**config.mk**
```make
export PLATFORM = sky130hd
export DESIGN_NAME = mips_pc_unit
export DESIGN_NICKNAME = d
export VERILOG_FILES = /design/src/rtl/mips_pkg.sv /design/src/rtl/mips_next_pc.sv /design/src/rtl/mips_pc_unit.sv
export SDC_FILE = /design/constraint.sdc
export NUM_CORES = 1
export LEC_CHECK = 0
export ABC_AREA = 1
export BUFFER_PORTS_ARGS = -buffer_cell sky130_fd_sc_hd__buf_2
export CORE_ASPECT_RATIO = 0.5
export CORE_MARGIN = 2
export CORE_UTILIZATION = 45
export DETAILED_ROUTE_END_ITERATION = 16
export GPL_TIMING_DRIVEN = 0
export PLACE_DENSITY = 0.77
export SLEW_MARGIN = 0
export SYNTH_ARGS = -nofsm -noshare
export SYNTH_HDL_FRONTEND = slang
export SYNTH_SLANG_ARGS = --single-unit
```
**constraint.sdc**
```tcl
create_clock -name clk -period 5.1 [get_ports clk]
set_input_delay 0.255 -clock clk [delete_from_list [all_inputs] [get_ports clk]]
set_output_delay 0.255 -clock clk [all_outputs]
set_load 0.1 [all_outputs]
```
**src/rtl/mips_pkg.sv**
```systemverilog
// Shared definitions for the single-cycle MIPS core: FSM encoding of the
// PC unit, datapath width, and opcode values shared with the control unit.
package mips_pkg;

  localparam int WORD_W = 32;

  typedef enum logic [1:0] {
    ST_BOOT = 2'd0,
    ST_RUN  = 2'd1,
    ST_HALT = 2'd2
  } pc_state_e;

  localparam logic [5:0] OP_RTYPE = 6'b000000;
  localparam logic [5:0] OP_LW    = 6'b100011;
  localparam logic [5:0] OP_SW    = 6'b101011;
  localparam logic [5:0] OP_BEQ   = 6'b000100;
  localparam logic [5:0] OP_ADDI  = 6'b001000;
  localparam logic [5:0] OP_J     = 6'b000010;

  function automatic logic is_word_aligned(input logic [WORD_W-1:0] addr);
    return (addr[1:0] == 2'b00);
  endfunction

endpackage

```
**src/rtl/mips_next_pc.sv**
```systemverilog
// Combinational next-PC selection: sequential, branch, jump and jump-register
// targets with priority jr > jump > taken branch > pc+4.
module mips_next_pc
  import mips_pkg::*;
(
  input  logic [WORD_W-1:0] i_pc,
  input  logic              i_branch,
  input  logic              i_zero,
  input  logic              i_jump,
  input  logic              i_jr,
  input  logic [WORD_W-1:0] i_sign_imm,
  input  logic [25:0]       i_instr_index,
  input  logic [WORD_W-1:0] i_jr_target,
  output logic [WORD_W-1:0] o_next_pc,
  output logic [WORD_W-1:0] o_pc_plus4
);

  logic [WORD_W-1:0] w_pc_plus4;
  logic [WORD_W-1:0] w_branch_tgt;
  logic [WORD_W-1:0] w_jump_tgt;

  assign w_pc_plus4   = i_pc + 32'd4;
  assign w_branch_tgt = w_pc_plus4 + (i_sign_imm << 2);
  assign w_jump_tgt   = {w_pc_plus4[31:28], i_instr_index, 2'b00};

  // Redirect priority mux
  always_comb begin
    o_next_pc = w_pc_plus4;
    if (i_jr) begin
      o_next_pc = i_jr_target;
    end else if (i_jump) begin
      o_next_pc = w_jump_tgt;
    end else if (i_branch && i_zero) begin
      o_next_pc = w_branch_tgt;
    end else begin
      o_next_pc = w_pc_plus4;
    end
  end

  assign o_pc_plus4 = w_pc_plus4;

endmodule

```
**src/rtl/mips_pc_unit.sv**
```systemverilog
// Program counter stage: BOOT/RUN/HALT control, PC register, misaligned
// jump-register trap and retired-instruction counter.
module mips_pc_unit
  import mips_pkg::*;
#(
  parameter logic [31:0] RESET_VECTOR = 32'h0000_0000,
  parameter int          CNT_W        = 32
) (
  input  logic             clk,
  input  logic             rst_n,
  input  logic             stall,
  input  logic             halt_req,
  input  logic             branch,
  input  logic             zero,
  input  logic             jump,
  input  logic             jr,
  input  logic [31:0]      sign_imm,
  input  logic [25:0]      instr_index,
  input  logic [31:0]      jr_target,
  output logic [31:0]      pc,
  output logic [31:0]      pc_plus4,
  output logic             pc_valid,
  output logic             halted,
  output logic             misalign,
  output logic [CNT_W-1:0] instr_count
);

  pc_state_e         r_state;
  logic [31:0]       r_pc;
  logic [CNT_W-1:0]  r_count;
  logic              r_misalign;
  logic [31:0]       w_next_pc;
  logic [31:0]       w_pc_plus4;

  mips_next_pc u_next_pc (
    .i_pc          (r_pc),
    .i_branch      (branch),
    .i_zero        (zero),
    .i_jump        (jump),
    .i_jr          (jr),
    .i_sign_imm    (sign_imm),
    .i_instr_index (instr_index),
    .i_jr_target   (jr_target),
    .o_next_pc     (w_next_pc),
    .o_pc_plus4    (w_pc_plus4)
  );

  // FSM, PC register, trap flag and retire counter
  always_ff @(posedge clk or negedge rst_n) begin
    if (!rst_n) begin
      r_state    <= ST_BOOT;
      r_pc       <= RESET_VECTOR;
      r_count    <= {CNT_W{1'b0}};
      r_misalign <= 1'b0;
    end else begin
      case (r_state)
        ST_BOOT: begin
          r_state <= ST_RUN;
        end
        ST_RUN: begin
          if (halt_req) begin
            r_state <= ST_HALT;
          end else if (stall) begin
            r_state <= ST_RUN;
          end else if (!is_word_aligned(w_next_pc)) begin
            // Faulting instruction stays on pc for the trap handler
            r_state    <= ST_HALT;
            r_misalign <= 1'b1;
          end else begin
            r_pc    <= w_next_pc;
            r_count <= r_count + CNT_W'(1);
          end
        end
        ST_HALT: begin
          r_state <= ST_HALT;
        end
        default: begin
          r_state <= ST_HALT;
        end
      endcase
    end
  end

  assign pc          = r_pc;
  assign pc_plus4    = w_pc_plus4;
  assign pc_valid    = (r_state == ST_RUN);
  assign halted      = (r_state == ST_HALT);
  assign misalign    = r_misalign;
  assign instr_count = r_count;

endmodule

```
### Word level (Yosys, flattened, before mapping)

Index checks and enable logic that the tools add are counted.

* add/subtract/negate cells: 3
* equal/unequal tests: 3
* muxes and demuxes: 7
* bitwise logic cells: 3
* reductions and logical operators: 5

Operators by type and width (number)
* $mux W32: 3
* $add A32 B1 Y32 const B: 1
* $add A32 B3 Y32 const B: 1
* $add A32 B32 Y32: 1
* $reduce_and A4 Y1: 2
* $mux W2: 3
* $logic_not A2 Y1: 2
* $ne A4 B4 Y1 const B: 1
* $pmux W2 S2: 1
* $not A1 Y1: 3
* $eq A2 B1 Y1 const B: 1
* $eq A2 B2 Y1 const B: 1
* $logic_and A1 B1 Y1: 1

* register bits: 67
* input bits: 98
* word-level logic and storage cells: 25

### Depth between registers and ports, before layout

Gate-level depths: netlist (run 1).

* depth in word-level cells: 10
* mapped depth: 26
* depth with buffers taken out: 26

### Hierarchy

From an unflattened synthesis (run 1), not the netlist that was laid out.

* cell total of the unflattened synthesis: 1222
* area total of the unflattened synthesis: 7277.0 um^2

By module, submodules not included
* mips_next_pc: times used 1, cells each 836, area an instance 4043.9 um^2, seq. area each 0.0 um^2
* mips_pc_unit: times used 1, cells each 386, area an instance 3233.1 um^2, seq. area each 1676.6 um^2

### Worst setup path after synthesis (run 1)

OpenSTA, ideal clock, no wires.

* kind: register to register
* start: register r_pc[2], in the netlist pc[2]
* end: register r_pc[29], in the netlist pc[29]
* library setup time: 120 ps
* arrival: 4956 ps
* path slack: 24 ps
* cell stages (with the launch flop): 22
* buffers on the path: 0
* path through: dfrtp_1 ha_1 nand2_1 nor2_2 nand2_1 nor3_1 xor2_1 ha_1 nand2_1 nand2_1 inv_1 nand2_1 a21oi_1 nor2_1 nor2_1 nand2_1 nand2_1 nand3_1 nand2_1 nand2_1 nand2_1 nand2_1

* cells in the longest elaborated chain, start to end: 5

RTL lines
* start, declared: RTL line mips_pc_unit.sv:29 `logic [31:0] r_pc;`
* start signal, assigned: RTL line mips_pc_unit.sv:70 `r_pc <= w_next_pc;`
* $add A32 B3 Y32: RTL line mips_next_pc.sv:22 `assign w_pc_plus4 = i_pc + 32'd4;`
* via pc_plus4[16]: RTL line mips_pc_unit.sv:21 `output logic [31:0] pc_plus4,`
* $add A32 B32 Y32: RTL line mips_next_pc.sv:23 `assign w_branch_tgt = w_pc_plus4 + (i_sign_imm << 2);`
* $mux W32: RTL line mips_next_pc.sv:33 `end else if (i_branch && i_zero) begin`
* $mux W32: RTL line mips_next_pc.sv:31 `end else if (i_jump) begin`
* $mux W32: RTL line mips_next_pc.sv:29 `if (i_jr) begin`

The timed path passes the listed nets, and every way through them passes these cells.
A chain may end at the register's enable or synchronous reset.

### Worst setup path in the final report (run 1)

* start: register r_pc[2], in the netlist pc[2]
* end: register r_pc[20], in the netlist pc[20]

* cells in the longest elaborated chain, start to end: 5

RTL lines (RTL line)
* $add A32 B3 Y32 *: mips_next_pc.sv:22
* $add A32 B32 Y32: mips_next_pc.sv:23
* $mux W32 *: mips_next_pc.sv:33
* $mux W32 *: mips_next_pc.sv:31
* $mux W32 *: mips_next_pc.sv:29

Every way passes the cells marked *; elsewhere a longest branch is shown, timed or not.

==> out/results.txt, run 1 <==
Cell count after synthesis - 1205
RSZ-0062 raised after global routing - no
TritonCTS Buffers - 9
Core Rows - 32
Max IR drop VDD - 0.2639 mV
Required @ worst endpoint - 5.31 ns
Die Width - 182.3 um
Critical Path Max Stage Delay - 0.51 ns
Max Fclk - 257.7 MHz
Slew of the pin with the lowest slew margin - 0.8655 ns
Max Fanout on Critical Path - 6
Setup TNS - 0 ns
P per Cell Area - 346.7 nW/um^2
Final #Nets - 1545
Yosys warns - 0
Most numerous cell in the Yosys netlist - nand2_1
Root Driver - clkbuf_16
Startpoint Class - flip-flop
Status - finished, final reports clean
Global-route wire length before repair - 40.97 mm
Avg Inst Size Synth - 5.937 um^2
Cell chain of the critical path - ha_1 > nand2_1 > nor2_2 > nand2_1 > nor3_1 > xor2_1 > ha_1 > nand2_1 > nor2_1 > inv_1 > nor3_1 > nand2_1 > nand2_1 > nand2_1 > nand3_1 > nand2_1 > nand2_1 > nand2_1 > nand2_1 > nand2_1
Port Buffer Count - 193
Reported max-cap violation count - 0
DIE HEIGHT - 93.16 um
Post-CTS Hold Buffers - 0
Fin. Hold Viols - 0
Vias/cell - 5.255
Detailed router's first-iteration violation count - 717
Post CTS Setup Buffer Count - 0
Layout cells sized above 1 - 17.96%
Total Wirelength - 26.16 mm
Tcrit/Tclk final - 76.10%
Clock Latency Late Sink - 0.33 ns
Critical path class - flip-flop to flip-flop
Initial Util - 46.29%
Grt ovf - 0
Core area - 15450 um^2
H-tree levels - 3
Post-Place Setup Slack - 1.332 ns
Worst setup slack after layout - 1.219 ns
Slew Limit Fails - 0
CTS tree - built
Commonest register cell after synthesis - dfrtp_1
DR DRC count - 0
HPWL Detailed - 21.49 mm
Top post-synthesis cells by area - dfrtp_1, nand2_1, inv_1
Slowest cell on the critical path - xor2_1
Clock Sinks - 67
Endpoints failing setup - 0
Mapped Area - 7154 um^2
Routed Antenna Nets - 0
Leakage power - 5.121 nW
Critical Path End Type - flip-flop
Count of different cell masters after synthesis - 44
Post-synth EDFFs - 0
Dominant cell type by area after synthesis - dfrtp_1
Die ar. - 16980 um^2
Initial antenna violation count - 4
CTS Buffer Depth - 2
Rel. slew slack - 42.30%
Vias in the first global route - 7982
Sequential share of the synthesized area - 23.43%
Most frequent cells after synthesis - nand2_1, inv_1, nor2_1
Pin count of the biggest net entering global routing - 68
Worst Skew - 0.01029 ns
Post-synth top area share - 23.43%
Total vias in the final route - 8513
Clock-pin slew on the worst setup and hold paths - 0.06 ns
Gr usage total - 30.98%
Net Count, Synth - 1341
FF+latch count, synth - 67
# IOs - 197
Most used cell, CP - nand2_1
Layout area overhead - 21.18%
Critical Path AT - 4.09 ns
GP Congestion - 0.9690
Asr flop ratio synth - 100.0%
Hold Crit Class - input port to asynchronous set/reset pin
DRT Pass-1 Iters - 5
WHS - 0.03804 ns
Final min period - 3.881 ns
Resized cells post-CTS - 0
Avg WL per Cell - 16.15 um
report_power, final:
group          internal [mW]  total, mW  switching, mW
clock network          0.377      0.601          0.224
logic                  0.373       1.75           1.38
registers              0.576      0.656         0.0798
total                   1.33       3.01           1.68
layout make-up:
cell class | instances | area (um^2)
Antenna cell | 2 | 5.005
Buffer | 25 | 105.1
Fill cell | 1621 | 6785
Multi-Input combinational cell | 933 | 4697
Clock buffer | 11 | 232.7
Tap cell | 204 | 255.2
Clock inverter | 5 | 53.80
Sequential cell | 67 | 1677
Timing Repair Buffer | 193 | 968.4
Inverter | 180 | 675.6
registers in the layout, indices dropped and copies added, names as in the netlist:
register	cells
r_state	2
instr_count	32
misalign	1
pc	32
routing by layer:
layer	up-vias	share of wire (%)	GRT usage [%]
met4	4	2.2	7.728
met5	-	0.076	0
met3	61	9.5	6.075
met2	372	44	50.92
met1	3902	44	42.10
li1	4174	-	-
worst paths after layout:
| check | start | end | slack, ns | depth (start not counted) |
|---|---|---|---|---|
| setup / recovery | pc[2] | pc[20] | 1.22 | 20 |
| setup reg to reg | pc[2] | pc[20] | 1.22 | 20 |
| hold / removal | rst_n | instr_count[19] | 0.04 | 1 |
| min in group clk | jr_target[8] | pc[8] | 0.15 | 3 |
| hold reg to reg | instr_count[31] | instr_count[31] | 0.47 | 1 |
| max in group asynchronous | rst_n | pc[14] | 4.49 | 1 |
metrics by stage:
stage | instance area [um^2] | std cells | power (mW) | util [%]
after floorplan | 7154 | 1205 | 1.977 | -
after detailed placement | 8378 | 1602 | 2.382 | 54.21
final | 8670 | 1620 | 3.006 | 56.10
after CTS | 8665 | 1618 | 2.990 | 56.06
after global routing | 8667 | 1619 | 3.159 | 56.08
after global placement | 8376 | 1602 | 2.372 | 54.19
critical path: cells and delay by family, from the launching register on:
family,cells,cell delay (ns)
xor+xnor,1,0.51
fa+ha+maj,2,0.64
simple gates,16,2.09
flops,1,0.46
buf+inv,1,0.07
layout by cell type, fill, tap and decap left out, drive strengths merged, types with 12 or more instances in the layout:
master  count
nand2     440
clkbuf     32
inv       180
ha         37
buf       197
xnor2      12
xor2       34
nand4      20
a21oi      45
nor3       25
nor2      149
o21ai      42
nand3      79
dfrtp      67
or2        12
logic make-up (layout without fill, tap and decap cells):
logic type / count (synthesis) / count (layout) / synth area share, %
simple gates: 738 / 738 / 44.68
buf+inv: 205 / 414 / 10.91
compound gates: 111 / 111 / 8.587
flops: 67 / 67 / 23.43
xor+xnor: 46 / 46 / 5.631
fa+ha+maj: 38 / 38 / 6.751
other cells: 0 / 2 / 0
(Power assumes the default switching activity.)
==> run 2: changes to the inputs <==
--- a/config.mk
+++ b/config.mk
@@ -12,7 +12,7 @@
 export CORE_UTILIZATION = 45
 export DETAILED_ROUTE_END_ITERATION = 16
 export GPL_TIMING_DRIVEN = 0
-export PLACE_DENSITY = 0.77
+export PLACE_DENSITY = 0.8
 export SLEW_MARGIN = 0
 export SYNTH_ARGS = -nofsm -noshare
 export SYNTH_HDL_FRONTEND = slang
==> constraint.sdc (replaced) <==
create_clock -name clk -period 3.3 [get_ports clk]
set_input_delay 0.165 -clock clk [delete_from_list [all_inputs] [get_ports clk]]
set_output_delay 0.165 -clock clk [all_outputs]
set_load 0.1 [all_outputs]
==> out/results.txt, run 2 (synthesis gave the netlist of run 1 again) <==
Filler Cell Count - 1506
Routed Antenna Nets - 0
DIE HEIGHT - 93.16 um
Commonest non-fill, non-tap cell in the layout - nand2_1
HPWL Detailed - 21.48 mm
TritonCTS Buffers - 9
DRT Pass-1 Iters - 5
H-tree levels - 3
Worst setup slack after layout - 0.004168 ns
DR DRC count - 0
Critical Path End Type - flip-flop
Hold Crit Class - input port to flip-flop
Slew of the pin with the lowest slew margin - 0.8716 ns
Die Width - 182.3 um
Endpoints failing setup - 0
Critical Path AT - 3.56 ns
Leakage power - 5.310 nW
Avg WL per Cell - 16.43 um
Tcrit/Tclk final - 99.87%
Startpoint Class - flip-flop
Max IR drop VDD - 0.5057 mV
Total Wirelength - 27.08 mm
Layout cells sized above 1 - 29.77%
Root Driver - clkbuf_16
Non-filler instance count after layout - 1648
Most frequent cells in the layout - nand2_1, buf_2, inv_1, nor2_1, nand3_1
# IOs - 197
GP Congestion - 0.9522
Critical path class - flip-flop to flip-flop
Rel. slew slack - 41.89%
Die ar. - 16980 um^2
Layout area overhead - 35.10%
Global-route wire length before repair - 40.72 mm
Worst Skew - 0.006979 ns
Clock-pin slew on the worst setup and hold paths - 0.06 ns
Port Buffer Count - 193
Gr usage total - 30.56%
Placed Cells - 1602
Vias in the first global route - 7962
Slew Limit Fails - 0
Initial antenna violation count - 4
Max Fanout on Critical Path - 4
WHS - 0.07381 ns
Status - finished, final reports clean
Final min period - 3.296 ns
Core area - 15450 um^2
RSZ-0062 raised after global routing - yes
Reported max-cap violation count - 0
Total vias in the final route - 8747
P per Cell Area - 519.1 nW/um^2
Max Fclk - 303.4 MHz
Core Rows - 32
CTS Buffer Depth - 2
Detailed router's first-iteration violation count - 756
Vias/cell - 5.308
CTS tree - built
Post-Place Setup Slack - -0.4690 ns
Grt ovf - 0
FF-to-FF setup slack - 0.004 ns
Required @ worst endpoint - 3.56 ns
Clock Sinks - 67
Final #Nets - 1572
Setup TNS - 0 ns
Clock Latency Late Sink - 0.32 ns
Initial Util - 46.29%
Pin count of the biggest net entering global routing - 68
Fin. Hold Viols - 0
[run 2: area by class of cell]
type	instances	area (um^2)	area share (%)
clock buffers	11	232.7	2.408
diodes	3	7.507	0.07767
flip-flops and latches	67	1714	17.73
repair buffers	220	1174	12.14
well taps	204	255.2	2.641
clock inverters	5	30.03	0.3107
plain buffers	25	105.1	1.087
multi-input cells	933	5456	56.45
inverters	180	690.7	7.146
[run 2: repair_timing]
| action | in CTS | in global routing |
|---|---|---|
| pin swaps | 5 | 46 |
| gates cloned | 0 | 0 |
| hold buffers | 1 | 0 |
| endpoints found under the hold margin | 16 | 0 |
| resized for setup | 36 | 112 |
| endpoints found under the setup margin | 23 | 23 |
| buffers inserted | 1 | 25 |
[run 2: through the flow]
step / area, um^2 / total power, mW / util (%)
after detailed placement: 8610 / 3.763 / 55.71
after CTS: 9017 / 4.686 / 58.35
after global placement: 8607 / 3.738 / 55.69
after floorplan: 7386 / 3.145 / -
final: 9666 / 5.018 / 62.54
after global routing: 9663 / 5.245 / 62.52
[run 2: path summary, 6_finish.rpt]
path	from	to	cells after the start
max	pc[3]	pc[9]	21
min	jr_target[8]	pc[8]	3
max reg2reg	pc[3]	pc[9]	21
min reg2reg	instr_count[31]	instr_count[31]	1
max in group asynchronous	rst_n	pc[6]	2
min in group asynchronous	rst_n	instr_count[18]	2
[run 2: metal layers]
layer / vias to the layer above / wire length [um] / global-route usage [%]
met4: 2 / 555 / 6.519
li1: 4231 / - / -
met3: 55 / 2600 / 5.685
met2: 412 / 12210 / 50.35
met5: - / 13 / 0
met1: 4047 / 11700 / 42.05
[run 2: worst max-delay path, cell delays in order (launching register included)]
cell        delay (ns)
dfrtp_4           0.53
ha_4              0.20
nand2_4           0.08
nor2_4            0.07
nand2_4           0.12
nor2_2            0.06
or2_1             0.25
nand2_2           0.10
clkinvlp_4        0.14
ha_4              0.33
nand2_4           0.07
nor2_1            0.09
nand3_1           0.08
nand2_2           0.13
buf_4             0.13
xor2_1            0.16
nand2_1           0.08
o21ai_0           0.16
nand2_1           0.18
nand3_1           0.10
nand3_1           0.08
nand2_1           0.09
[run 2: report_power, final]
group	total, mW	internal (mW)	switching [mW]
combinational	3.13	0.798	2.33
sequential	1.04	0.904	0.135
clock	0.852	0.504	0.348
